### src/rtl/usb_reg_master.sv
// Purpose : initiator for the register bus; turns cmd bursts into ALE/CE/RD/WR strobe sequences.
// Latency : ADDR one cycle after accept; read byte appears pSTROBE_CYCLES+1 cycles after RDn falls; done in END.
// Backpr. : cmd_ready only in IDLE; write bursts hold in GAP while wdata_valid=0; rdata has no backpressure.
//
// Ports:
//   clk_usb, reset_n                 clock, synchronous active-low reset
//   cmd_valid/cmd_ready              command handshake (cmd_write, cmd_addr, cmd_len = bytes-1)
//   wdata/wdata_valid/wdata_ready    write byte stream, consumed on the GAP->STROBE cycle
//   rdata/rdata_valid                read byte stream, one-cycle pulse per byte
//   done                             one-cycle pulse in the END state
//   USB_*                            registered bus outputs and bus read data input
module usb_reg_master #(
    parameter int unsigned pSTROBE_CYCLES = 2,  // 1..15
    parameter int unsigned pGAP_CYCLES    = 1   // 1..15
) (
    input  logic       clk_usb,
    input  logic       reset_n,
    input  logic       cmd_valid,
    output logic       cmd_ready,
    input  logic       cmd_write,
    input  logic [7:0] cmd_addr,
    input  logic [7:0] cmd_len,
    input  logic [7:0] wdata,
    input  logic       wdata_valid,
    output logic       wdata_ready,
    output logic [7:0] rdata,
    output logic       rdata_valid,
    output logic       done,
    output logic [7:0] USB_Addr,
    output logic [7:0] USB_Data_out,
    output logic       USB_Data_oe,
    input  logic [7:0] USB_Data_in,
    output logic       USB_RDn,
    output logic       USB_WRn,
    output logic       USB_CEn,
    output logic       USB_ALEn
);

    typedef enum logic [2:0] {
        ST_IDLE,
        ST_ADDR,
        ST_STROBE,
        ST_GAP,
        ST_END
    } state_t;

    localparam logic [3:0] STB_LAST = 4'(pSTROBE_CYCLES - 1);
    localparam logic [3:0] GAP_LAST = 4'(pGAP_CYCLES - 1);

    state_t     state_q, state_d;
    logic [3:0] phase_q, phase_d;   // cycles spent in the current STROBE/GAP
    logic [8:0] bytes_q, bytes_d;   // bytes still to transfer; 9 bits so 256 fits
    logic       write_q;
    logic       accept;
    logic       sample_last;
    logic       samp_vld_q;
    logic [7:0] samp_q;

    // ---------------- state register ----------------
    always_ff @(posedge clk_usb) begin
        if (!reset_n) begin
            state_q <= ST_IDLE;
            phase_q <= 4'd0;
            bytes_q <= 9'd0;
            write_q <= 1'b0;
        end else begin
            state_q <= state_d;
            phase_q <= phase_d;
            bytes_q <= bytes_d;
            if (accept) begin
                write_q <= cmd_write;
            end
        end
    end

    // ---------------- next state / handshake outputs ----------------
    always_comb begin
        state_d     = state_q;
        phase_d     = phase_q;
        bytes_d     = bytes_q;
        cmd_ready   = 1'b0;
        wdata_ready = 1'b0;
        done        = 1'b0;
        accept      = 1'b0;
        sample_last = 1'b0;
        case (state_q)
            ST_IDLE: begin
                cmd_ready = 1'b1;
                if (cmd_valid) begin
                    accept  = 1'b1;
                    state_d = ST_ADDR;
                    phase_d = 4'd0;
                    bytes_d = {1'b0, cmd_len} + 9'd1;
                end
            end
            ST_ADDR: begin
                state_d = ST_GAP;
                phase_d = 4'd0;
            end
            ST_GAP: begin
                if (phase_q != GAP_LAST) begin
                    phase_d = phase_q + 4'd1;
                end else if (bytes_q == 9'd0) begin
                    state_d = ST_END;
                end else if (!write_q || wdata_valid) begin
                    // A write with no data parks here, strobes high, until data shows up.
                    state_d     = ST_STROBE;
                    phase_d     = 4'd0;
                    bytes_d     = bytes_q - 9'd1;
                    wdata_ready = write_q;
                end
            end
            ST_STROBE: begin
                if (phase_q == STB_LAST) begin
                    state_d     = ST_GAP;
                    phase_d     = 4'd0;
                    sample_last = !write_q;
                end else begin
                    phase_d = phase_q + 4'd1;
                end
            end
            ST_END: begin
                done    = 1'b1;
                state_d = ST_IDLE;
            end
            default: begin
                state_d = ST_IDLE;
            end
        endcase
    end

    // ---------------- registered bus outputs ----------------
    // Decoded from state_d so each flop lines up exactly with the state it belongs to.
    always_ff @(posedge clk_usb) begin
        if (!reset_n) begin
            USB_ALEn     <= 1'b1;
            USB_CEn      <= 1'b1;
            USB_RDn      <= 1'b1;
            USB_WRn      <= 1'b1;
            USB_Data_oe  <= 1'b0;
            USB_Addr     <= 8'h00;
            USB_Data_out <= 8'h00;
        end else begin
            USB_ALEn <= (state_d != ST_ADDR);
            USB_CEn  <= !((state_d == ST_ADDR) || (state_d == ST_STROBE) || (state_d == ST_GAP));
            USB_RDn  <= !((state_d == ST_STROBE) && !write_q);
            USB_WRn  <= !((state_d == ST_STROBE) && write_q);
            if (accept) begin
                USB_Addr <= cmd_addr;
            end
            if (wdata_ready) begin
                USB_Data_out <= wdata;
            end
            // Driver stays on through the GAP after a write strobe, including an underflow stall.
            if (wdata_ready) begin
                USB_Data_oe <= 1'b1;
            end else if ((state_d == ST_END) || (state_d == ST_IDLE)) begin
                USB_Data_oe <= 1'b0;
            end
        end
    end

    // ---------------- read return path ----------------
    // Bus data is captured at the close of the last RDn-low cycle, then presented one cycle later.
    always_ff @(posedge clk_usb) begin
        if (!reset_n) begin
            samp_vld_q  <= 1'b0;
            samp_q      <= 8'h00;
            rdata_valid <= 1'b0;
            rdata       <= 8'h00;
        end else begin
            samp_vld_q <= sample_last;
            if (sample_last) begin
                samp_q <= USB_Data_in;
            end
            rdata_valid <= samp_vld_q;
            if (samp_vld_q) begin
                rdata <= samp_q;
            end
        end
    end

endmodule

### config.mk
export PLATFORM = sky130hd
export DESIGN_NAME = usb_reg_master
export DESIGN_NICKNAME = d
export VERILOG_FILES = /design/src/rtl/usb_reg_master.sv
export SDC_FILE = /design/constraint.sdc
export NUM_CORES = 1
export LEC_CHECK = 0
export CAP_MARGIN = 20
export CELL_PAD_IN_SITES_DETAIL_PLACEMENT = 0
export CELL_PAD_IN_SITES_GLOBAL_PLACEMENT = 2
export CORE_ASPECT_RATIO = 1.5
export CORE_UTILIZATION = 31
export CTS_CLUSTER_SIZE = 20
export DETAILED_ROUTE_END_ITERATION = 10
export GPL_ROUTABILITY_DRIVEN = 0
export PLACE_DENSITY_LB_ADDON = 0.05
export RECOVER_POWER = 25
export SYNTH_ARGS = -nofsm -noshare
export SYNTH_HDL_FRONTEND = slang
export SYNTH_SLANG_ARGS = --single-unit
### constraint.sdc
create_clock -name clk_usb -period 3.4 [get_ports clk_usb]
set_input_delay 0.51 -clock clk_usb [delete_from_list [all_inputs] [get_ports clk_usb]]
set_output_delay 0.51 -clock clk_usb [all_outputs]
set_load 0.01 [all_outputs]
---- Word-level counts from Yosys, hierarchy flattened ----
Cells that the tools add are included.
cells by class
  $add $sub $neg .......................... 3
  reduce and logical (&&, ||, !) cells .... 19
  equality and inequality tests ........... 16
  multiplexer cells ....................... 29
operator list
  cell                   count
  $mux W9                4
  $mux W4                5
  $pmux W9 S2            1
  $pmux W4 S4            1
  $mux W3                5
  $eq A3 B2 Y1 const B   4
  $mux W1                12
  $pmux W3 S4            1
  $add A8 B1 Y9 const B  1
  $logic_not A9 Y1       1
  $sub A9 B1 Y9 const B  1
  $ne A2 B2 Y1 const B   4
  $reduce_bool A4 Y1     2
  $eq A3 B1 Y1 const B   2
  $eq A3 B3 Y1 const B   2
  $logic_not A3 Y1       2
  $ne A3 B3 Y1 const B   2
  $reduce_and A5 Y1      1
  $add A4 B1 Y4 const B  1
  $eq A4 B1 Y1 const B   1
  $logic_not A1 Y1       4
  $logic_or A1 B1 Y1     4
  $reduce_and A4 Y1      1
  $reduce_bool A2 Y1     2
  2 further kinds        3
word-level totals
  flip-flop bits (word level) ............. 56
  logic and storage cells ................. 82

---- Depth between registers and ports, before layout ----
Gate-level depths: netlist (run 1).
  word-level depth ........................ 10
  depth in mapped cells ................... 8
  depth with buffers taken out ............ 7

---- Worst setup path after synthesis (run 1) ----
No wires, ideal clock.
  path type ............................... register -> output
  start point ............................. register bytes_q[0]
  end point ............................... output wdata_ready
  cell stages (with the launch flop) ...... 8
  data required time ...................... 2890 ps
  setup slack ............................. 1491 ps
  arrival time ............................ 1399 ps
  path through ............................ dfxtp_1 > inv_1 > ha_1 > nor4b_2 > and2_2 > nand4b_1 > buf_6 > inv_1
on the way
  longest elaborated chain between the ends .. 4
ends and longest elaborated chain
  element                 line  source
  from (decl)             52    logic [8:0] bytes_q, bytes_d;
  from (signal assigned)  69    bytes_q <= bytes_d;
  $logic_not A9 Y1        103   end else if (bytes_q == 9'd0) begin
  $mux W1                 103
  $mux W1                 101   if (phase_q != GAP_LAST) begin
  $mux W1                 86    case (state_q)
  to (decl)               25    output logic wdata_ready,
Every way passes these cells.

---- Worst setup path after layout (run 1) ----
  start point ............................. register phase_q[0]
  end point ............................... output wdata_ready
on the way
  longest elaborated chain between the ends .. 3
ends and longest elaborated chain
  element                 line  source
  from (decl)             51    logic [3:0] phase_q, phase_d;
  from (signal assigned)  68    phase_q <= phase_d;
  $reduce_bool A4 Y1      101
  $mux W1                 101
  $mux W1                 86
Every way passes these cells.

==> out/qor.csv, run 1 <==
metric,value,unit
status,"finished, final reports clean",
# DRC,0,
Bufs on Longest Clock Path,2,
worst path cell trace,"inv_1, ha_1, nor3b_2, and2_2, nand4b_1, buf_4, inv_1, clkdlybuf4s50_1",
Synth Net Count,325,
CTS root buffer,clkbuf_16,
Synth area leader,dfxtp_1,
"Clk Latency, worst-skew pair",300,ps
Clock Skew,7.63,ps
DR vias/cell,4.81,
initial antenna violation count,0,
final number of setup-violating endpoints,0,
fin crit period,2960,ps
part of the Yosys area used for sequential elements,42.2,%
wire per inst,14.4,um
PwrDens,450,mW/mm^2
multiplexer share of the synthesized area,9.04,%
main combinational cell family by area after synthesis,simple AND/OR/NAND/NOR gates,
share of post-route cells with drive strength above 1,9.80,%
CP top delay family,buffers and inverters,
die area,0.00896,mm^2
Final Instance Count excl. Fillers,454,
vias in the first global route,2192,
"EDFF count, synth",0,
Port Buffers,69,
ANT cells,0,
startpoint type of the worst setup path,flop,
GRT Total Usage,15.8,%
Hold WC Path Type,reg -> reg,
worst vdd ir,0.257,mV
endpoint type of the worst setup path,primary output,
complex-gate fraction of the synthesized area,15.9,%
setup_tns,0,ps
number of DRC markers in iteration 0,70,
Critical Path AT,2450,ps
max-cap violations,0,
yosys synthesis warning count,0,
core area,0.00836,mm^2
Yosys reg bits,56,
final net count,390,
Syn Area/Cell,9.46,um^2
Num Clock Sinks,56,
Antenna Nets Post-Route,0,
Fmax,338,MHz
fillcell total,834,
postcts setup bufs,0,
final WL,6520,um
first drt pass iteration count,4,
Syn Inst Count,281,
initial cell density of the core,31.8,%
Synth Area in Simple Gates,22.0,%
Crit path buffers/inverters,4,
cts bufs inserted,5,
post-cts sizing count,0,
clock transition at the registers of the reported paths,80,ps
multi-input logic area,0.00140,mm^2
via count,2186,
row count,41,
hold buffer count at cts,0,
CP max stage cell,clkdlybuf4s50_1,
CP Class,reg -> out,
H-tree depth,2,
largest net degree at the start of global routing,36,
Max-slew headroom,21.1,%
ys async rst share,0,%
RSZ-0062 raised after global routing,no,
leak pwr,1.37,nW
Final Cycle Share,87.0,%
final hold viol count,0,
top cell type's share of synthesized area,42.2,%
Critical Path Most Common Cell,inv_1,
Worst Tran Pin Value,1180,ps
"Slew Viols, Final",0,
Power Total,1.59,mW
grt total ovfl,0,
post-DP HPWL,4650,um
Max stage delay on crit path,520,ps
global-route wire length before repair,11000,um
Cell Count Post-Placement,446,
dominant cells by area after synthesis,"dfxtp_1 42%, mux2i_1 9.0%, nor2_1 5.6%",
Post-Synth Adder-Cell Area,3.29,%
XOR/XNOR Fraction of Synth Area,2.31,%
die width,77.6,um
Required @ worst endpoint,2890,ps
Die H,115,um
register area,0.00112,mm^2
Area growth syn-to-layout,33.0,%
Netlist Area Pre-Place,0.00266,mm^2
io pins,70,
CTS tree,built,
Main synth FF type,dfxtp_1,
Post-Route Utilization,42.3,%
post-synth cell types,59,
Crit Path Max Fanout,10,
[metal layers]
metal	global-route usage [%]	part of all wire [%]	vias to the layer above
met2	28.0	53	45
met1	18.0	41	1017
met5	0	0	-
met4	7.30	2.4	0
met3	3.46	4.3	11
li1	-	-	1113
[stage by stage]
stage               hold slack [ps]  worst slack, ps  cell area, um^2
finish                          453              440             3540
global route                    484              237             3540
detailed placement              448              798             3390
global placement                441              844             3390
CTS                             459              429             3540
floorplan                       460             1490             2660
[cell usage in the layout, fill, tap and decap left out, types with 3 or more instances in the layout]
cell type / Yosys / layout
a21oi_1: 24 / 24
and2_2: 3 / 3
clkbuf_16: 0 / 5
clkdlybuf4s50_1: 0 / 56
dfxtp_1: 56 / 56
dlygate4sd3_1: 0 / 13
ha_1: 7 / 7
inv_1: 6 / 7
mux2i_1: 24 / 24
nand2_1: 29 / 29
nand3_1: 5 / 5
nor2_1: 40 / 40
nor3_1: 6 / 6
o211ai_1: 4 / 4
o21ai_0: 6 / 6
o31ai_1: 3 / 3
xnor2_1: 5 / 5
[sequential cells by signal (all words and copies together), names as in the netlist, 3 cells and up]
name,flops
state_q,3
samp_q,8
rdata,8
phase_q,4
USB_Addr,8
bytes_q,9
USB_Data_out,8
[worst min-delay path: stages, from the launching register on]
cell and delay [ps]:
dfxtp_1 310, nand2_1 50, a21oi_1 50
[synthesized netlist by cell type, types with 2 or more instances]
cell and number:
nor3b_1 2, nand2_1 29, inv_1 6, dfxtp_1 56, nand2b_1 2, o211ai_1 4
nor2_1 40, o221a_2 2, nor3b_2 2, o31ai_1 3, a211oi_1 2, clkbuf_8 4
and2_2 3, o21ai_0 6, mux2i_1 24, nand3_1 5, and2_1 2, buf_6 2
a21oi_1 24, clkbuf_1 7, xnor2_1 5, ha_1 7, xor2_1 2, a211o_1 2
nor3_1 6
[power breakdown]
| part | internal [mW] | switching (mW) |
|---|---|---|
| clock | 0.277 | 0.255 |
| sequential | 0.690 | 0.0378 |
| combinational | 0.161 | 0.172 |
| total | 1.13 | 0.465 |
[cell families after synthesis]
group           Yosys count
mux                      24
flops                    56
xor+xnor                  7
fa+ha+maj                 7
compound gates           59
simple gates            107
buf+inv                  21
[area by class of cell]
cell class | count | share of cell area, %
inverter | 7 | 0.743
clock buffer | 5 | 3.54
timing repair buffer | 72 | 20.1
tap | 107 | 3.79
clock inverter | 3 | 0.637
multi-input combinational | 204 | 39.5
sequential | 56 | 31.7
[path summary, 6_finish.rpt]
kind | from | endpoint | slack, ps | cells past startpoint
worst max-delay path | phase_q[0]$_SDFFE_PN0P_ | wdata_ready | 440 | 8
worst min-delay path | USB_Addr[4]$_SDFFE_PN0P_ | USB_Addr[4]$_SDFFE_PN0P_ | 450 | 2
worst max register to register | bytes_q[0]$_SDFFE_PN0P_ | bytes_q[8]$_SDFFE_PN0P_ | 1270 | 7
worst min register to register | USB_Addr[4]$_SDFFE_PN0P_ | USB_Addr[4]$_SDFFE_PN0P_ | 450 | 2
Note: power is estimated with default switching activity, not from simulation.
==> inputs of run 2 (changes only) <==
==> config.mk (replaced) <==
export PLATFORM = sky130hd
export DESIGN_NAME = usb_reg_master
export DESIGN_NICKNAME = d
export VERILOG_FILES = /design/src/rtl/usb_reg_master.sv
export SDC_FILE = /design/constraint.sdc
export NUM_CORES = 1
export LEC_CHECK = 0
export CAP_MARGIN = 20
export CORE_ASPECT_RATIO = 1.5
export CORE_UTILIZATION = 50
export CTS_BUF_LIST = sky130_fd_sc_hd__clkbuf_8
export CTS_CLUSTER_SIZE = 20
export DETAILED_ROUTE_END_ITERATION = 10
export GPL_ROUTABILITY_DRIVEN = 0
export PLACE_DENSITY_LB_ADDON = 0.05
export RECOVER_POWER = 25
export SLEW_MARGIN = 5
export SYNTH_ARGS = -nofsm -noshare
export SYNTH_HDL_FRONTEND = slang
export SYNTH_SLANG_ARGS = --single-unit
==> run 2 against run 1 <==
Final cell count is 9.0% lower. Critical path depth stayed put. Global-route usage is 5.8 points higher. Critical path type unchanged. Critical endpoint unchanged. Largest cell class unchanged. Highest routed layer unchanged.
==> out/qor.csv, run 2 (synthesis gave the netlist of run 1 again) <==
metric,value,unit,change
leak pwr,1.37,nW,-0.20%
final net count,388,,-0.51%
"Slew Viols, Final",0,,unchanged
reg2reg end,bytes_q[8]$_SDFFE_PN0P_,,
cts bufs inserted,5,,unchanged
max reg flops,9,,unchanged
register area,0.00112,mm^2,unchanged
share of post-route cells with drive strength above 1,9.57,%,-0.23 points
startpoint type of the worst setup path,flop,,
vias in the first global route,2124,,-3.1%
global-route wire length before repair,9240,um,-16%
via count,2186,,unchanged
Cell Count Post-Placement,405,,-9.2%
GRT Total Usage,21.6,%,+5.8 points
fillcell total,475,,-43%
row count,32,,-22%
post-cts sizing count,0,,unchanged
Hold Crit Start,USB_Addr[6]$_SDFFE_PN0P_,,
Die H,91.3,um,-21%
"commonest non-fill, non-tap cell in the layout",dfxtp_1,,
register-to-register setup slack,1330,ps,+60 ps
Antenna Nets Post-Route,0,,unchanged
initial cell density of the core,51.9,%,+20 points
multi-input logic area,0.00140,mm^2,unchanged
largest net degree at the start of global routing,46,,+28%
Num Clock Sinks,56,,unchanged
most frequent cells in the layout,"56 x dfxtp_1, 48 x clkdlybuf4s50_1, 40 x nor2_1",,
"Clk Latency, worst-skew pair",310,ps,about the same
reg2reg start,state_q[0]$_SDFF_PN0_,,
Placed Area,0.00333,mm^2,-1.9%
Final Instance Count excl. Fillers,413,,-9.0%
CTS root buffer,clkbuf_8,,
clock transition at the registers of the reported paths,100,ps,+20 ps
Crit Path Max Fanout,10,,unchanged
DR vias/cell,5.29,,+9.9%
Power Total,1.41,mW,-12%
Max-slew headroom,49.9,%,+29 points
final hold slack,458,ps,+5.72 ps
Port Buffers,69,,unchanged
initial antenna violation count,0,,unchanged
grt total ovfl,0,,unchanged
Post-Route Utilization,66.6,%,+24 points
hold buffer count at cts,0,,unchanged
setup_tns,0,ps,unchanged
fin crit period,2880,ps,-75.9 ps
Hold Path Depth,2,,unchanged
Clock Skew,10.7,ps,+3.08 ps
CP Class,reg -> out,,
io pins,70,,unchanged
core area,0.00512,mm^2,-39%
Biggest register,bytes_q,,
Hold WC Path Type,reg -> reg,,
H-tree depth,2,,unchanged
final WL,5450,um,-16%
CTS tree,built,,
endpoint type of the worst setup path,primary output,,
Area growth syn-to-layout,28.4,%,
number of DRC markers in iteration 0,77,,+10%
PwrDens,412,mW/mm^2,-8.6%
Critical Path AT,2370,ps,-80 ps
design area,0.00341,mm^2,-3.4%
max-cap violations,0,,unchanged
postcts setup bufs,0,,unchanged
status,"finished, final reports clean",,
ANT cells,0,,unchanged
Required @ worst endpoint,2890,ps,about the same
final number of setup-violating endpoints,0,,unchanged
wire per inst,13.2,um,-8.2%
worst vdd ir,0.349,mV,+36%
Final WS setup,516,ps,+75.9 ps
die area,0.00562,mm^2,-37%
RSZ-0062 raised after global routing,no,,
die width,61.5,um,-21%
Bufs on Longest Clock Path,2,,unchanged
first drt pass iteration count,4,,unchanged
final hold viol count,0,,unchanged
# DRC,0,,unchanged
post-DP HPWL,4020,um,-14%
Fmax,347,MHz,+2.6%
R2R cell count,4,,-3
"worst slack, placed",851,ps,+52.7 ps
"Endpoint, Worst Hold",USB_Addr[6]$_SDFFE_PN0P_,,
Final Cycle Share,84.8,%,-2.2 points
Worst Tran Pin Value,751,ps,-431 ps
==> run 2: changes by cell type in the layout (fill, tap and decap cells not counted), sizes merged <==
cell	before	now
dlygate4sd3	13	21
clkinv	2	1
inv	8	9
clkdlybuf4s50	56	48
clkbuf	6	5
buf	2	1
==> run 2: layout make-up <==
type,instances,area share (%)
Clock buffer,5,2.02
Timing Repair Buffer,70,20.4
Sequential cell,56,32.8
Inverter,7,0.770
Clock inverter,3,0.513
Multi-Input combinational cell,204,40.9
Tap cell,68,2.49
==> run 2: critical path, stage by stage, from the launching register on <==
cell and delay [ps]:
dfxtp_1 360, inv_1 100, ha_1 140, nor3b_2 320, and2_2 260, nand4b_1 90, buf_4 210, inv_1 60
clkdlybuf4s50_1 520
==> run 2: power by group <==
group	switching, mW	internal [mW]	total (mW)
registers	0.0373	0.690	0.727
logic	0.161	0.160	0.320
clock network	0.214	0.144	0.358
total	0.412	0.994	1.41
==> run 2: worst max path at each step <==
| stage | startpoint | end | slack (ps) | cells past startpoint |
|---|---|---|---|---|
| global route | phase_q[0]$_SDFFE_PN0P_ | wdata_ready | 290 | 8 |
| finish | phase_q[0]$_SDFFE_PN0P_ | wdata_ready | 520 | 8 |
| detailed placement | phase_q[0]$_SDFFE_PN0P_ | wdata_ready | 850 | 8 |
| global placement | phase_q[0]$_SDFFE_PN0P_ | wdata_ready | 900 | 8 |
| CTS | phase_q[0]$_SDFFE_PN0P_ | wdata_ready | 480 | 8 |
| floorplan | bytes_q[0]$_SDFFE_PN0P_ | wdata_ready | 1490 | 7 |
==> run 2: routing by layer <==
metal | track usage [%] | share of wire (%) | routed length (um) | vias up
met3 | 4.13 | 3.7 | 202 | 9
met1 | 23.8 | 41 | 2250 | 1006
met4 | 9.07 | 2.5 | 136 | 0
met5 | 0 | 0 | 0 | -
met2 | 38.1 | 53 | 2860 | 58
li1 | - | - | - | 1113
==> inputs of run 3 (changes only) <==
==> constraint.sdc (replaced) <==
create_clock -name clk_usb -period 2.7 [get_ports clk_usb]
set_input_delay 0.405 -clock clk_usb [delete_from_list [all_inputs] [get_ports clk_usb]]
set_output_delay 0.405 -clock clk_usb [all_outputs]
set_load 0.01 [all_outputs]
==> run 3 against run 2 <==
Core utilization up 1.7 points. Die area unchanged. Critical path depth down 1. Critical path type unchanged. Largest cell class unchanged. Largest power group unchanged.
==> out/qor.csv, run 3 (synthesis gave the netlist of run 1 again) <==
metric,value,unit,change
status,"finished, final reports clean",,
fin crit period,2580,ps,
most frequent cells in the layout,"66 x clkdlybuf4s50_1, 54 x dfxtp_1, 40 x nor2_1",,
ANT cells,0,,unchanged
global-route wire length before repair,9540,um,+3.3%
core area,0.00512,mm^2,unchanged
Hold WC Path Type,reg -> reg,,
Biggest register,bytes_q,,
combinational power share,22.5,%,-0.3 points
leak pwr,1.36,nW,-0.43%
Hold Path Depth,2,,unchanged
Critical Path AT,2180,ps,-190 ps
Final WS setup,117,ps,-399 ps
WP depth,7,,-1
Bufs on Longest Clock Path,2,,unchanged
Net Switching,0.543,mW,+32%
switching part of the total power,28.3,%,-0.97 points
R2R cell count,7,,+3
Num Clock Sinks,56,,unchanged
sequential power share,48.0,%,-3.7 points
CTS tree,built,,
fillcell total,461,,-2.9%
endpoint type of the worst setup path,primary output,,
Fmax,387,MHz,
grt total ovfl,0,,unchanged
Crit Path Max Fanout,4,,-6
Post-Route Utilization,68.3,%,+1.7 points
CP max stage cell,clkdlybuf4s50_1,,
Required @ worst endpoint,2300,ps,-590 ps
final hold viol count,0,,unchanged
CTS root buffer,clkbuf_8,,
vias in the first global route,2116,,-0.38%
Power Total,1.92,mW,+36%
Max-slew headroom,41.0,%,-8.8 points
final net count,394,,+1.5%
Critical Path Most Common Cell,inv_1,,
startpoint type of the worst setup path,flop,,
H-tree depth,2,,unchanged
die width,61.5,um,unchanged
initial antenna violation count,0,,unchanged
"worst slack, placed",376,ps,-474 ps
Top Layer Used,met4,,
post-DP HPWL,4190,um,+4.2%
Clock Skew,6.43,ps,-4.27 ps
initial cell density of the core,51.9,%,unchanged
via count,2203,,+0.78%
internal power,1.37,mW,+38%
register area,0.00112,mm^2,+0.22%
"commonest non-fill, non-tap cell in the layout",clkdlybuf4s50_1,,
final number of setup-violating endpoints,0,,unchanged
row count,32,,unchanged
die area,0.00562,mm^2,unchanged
Port Buffers,69,,unchanged
Worst Tran Pin Value,883,ps,+133 ps
wire per inst,13.7,um,+3.6%
GRT Total Usage,22.2,%,+0.61 points
M1 wire length,2330,um,+3.5%
final hold slack,462,ps,+3.44 ps
"Slew Viols, Final",0,,unchanged
worst vdd ir,0.477,mV,+37%
io pins,70,,unchanged
# DRC,0,,unchanged
worst path cell trace,"inv_1, ha_1, nor4b_4, and2_2, nand4b_1, inv_1, clkdlybuf4s50_1",,
clock transition at the registers of the reported paths,100,ps,about the same
CP top delay family,buffers and inverters,,
cts bufs inserted,5,,unchanged
Crit path buffers/inverters,3,,-1
final WL,5730,um,+5.1%
share of post-route cells with drive strength above 1,11.1,%,+1.5 points
multi-input logic area,0.00141,mm^2,+1.2%
max reg flops,9,,unchanged
Die H,91.3,um,unchanged
Area growth syn-to-layout,31.6,%,
Max stage delay on crit path,540,ps,+20 ps
DR vias/cell,5.26,,-0.67%
largest net degree at the start of global routing,28,,-39%
routed wire length on met2,3120,um,+8.8%
max-cap violations,0,,unchanged
Clk pwr share,29.5,%,+4.0 points
met3 routed WL,203,um,+0.50%
Final Cycle Share,95.6,%,
number of DRC markers in iteration 0,125,,+62%
first drt pass iteration count,4,,unchanged
CP Class,reg -> out,,
PwrDens,548,mW/mm^2,+33%
"Clk Latency, worst-skew pair",310,ps,about the same
Antenna Nets Post-Route,0,,unchanged
run 3: cell types whose count changed in the layout (fill, tap and decap cells not counted), moves of 2 or more:
cell             previous run  this run
clkdlybuf4s50_1            48        66
dfxtp_2                     0         2
clkbuf_1                    0         2
dlygate4sd3_1              21         3
buf_4                       1         5
dfxtp_1                    56        54
run 3: final timing paths:
check	startpoint	endpoint	slack [ps]
setup reg to reg	phase_q[1]$_SDFFE_PN0P_	bytes_q[8]$_SDFFE_PN0P_	750
hold / removal	USB_Addr[6]$_SDFFE_PN0P_	USB_Addr[6]$_SDFFE_PN0P_	460
setup / recovery	bytes_q[1]$_SDFFE_PN0P_	wdata_ready	120
hold reg to reg	USB_Addr[6]$_SDFFE_PN0P_	USB_Addr[6]$_SDFFE_PN0P_	460
run 3: per-layer routing:
metal | track usage [%] | vias up
li1 | - | 1119
met1 | 25.7 | 1033
met2 | 38.8 | 45
met3 | 4.99 | 6
met4 | 6.67 | 0
met5 | 0 | -
run 3: worst reg2reg max path: stages, from the launching register on:
cell	delay, ps
dfxtp_1	410
inv_1	90
ha_1	190
nor3b_4	160
a21boi_2	190
o211ai_4	440
nor2_1	110
o221a_2	280
run 3: area by class of cell:
class	count	share of cell area, %
Timing Repair Buffer	76	21.0
Tap cell	68	2.43
Sequential cell	56	32.1
Clock buffer	5	1.97
Clock inverter	3	1.32
Inverter	7	0.751
Multi-Input combinational cell	204	40.4
run 3: stage by stage:
step           TNS (ps)  cells  cell area (um^2)
2_1_floorplan         0    281              2660
6_report              0    419              3500
4_1_cts               0    417              3470
3_5_place_dp          0    409              3360
3_3_place_gp          0    409              3360
5_1_grt           -10.9    419              3500
run 3: power groups by stage:
stage                     logic (mW)  clock network, mW  registers, mW
after global routing           0.478              0.611          0.929
after CTS                      0.421              0.583          0.918
after floorplan                0.283                  0          0.926
after detailed placement       0.419                  0          0.936
final                          0.432              0.566          0.920
after global placement         0.416                  0          0.934
run 3: repair_timing:
item                                    in CTS  in global routing
gates resized for setup                      0                  5
setup buffers                                0                  2
hold buffers                                 0                  0
endpoints found under the setup margin       0                  1
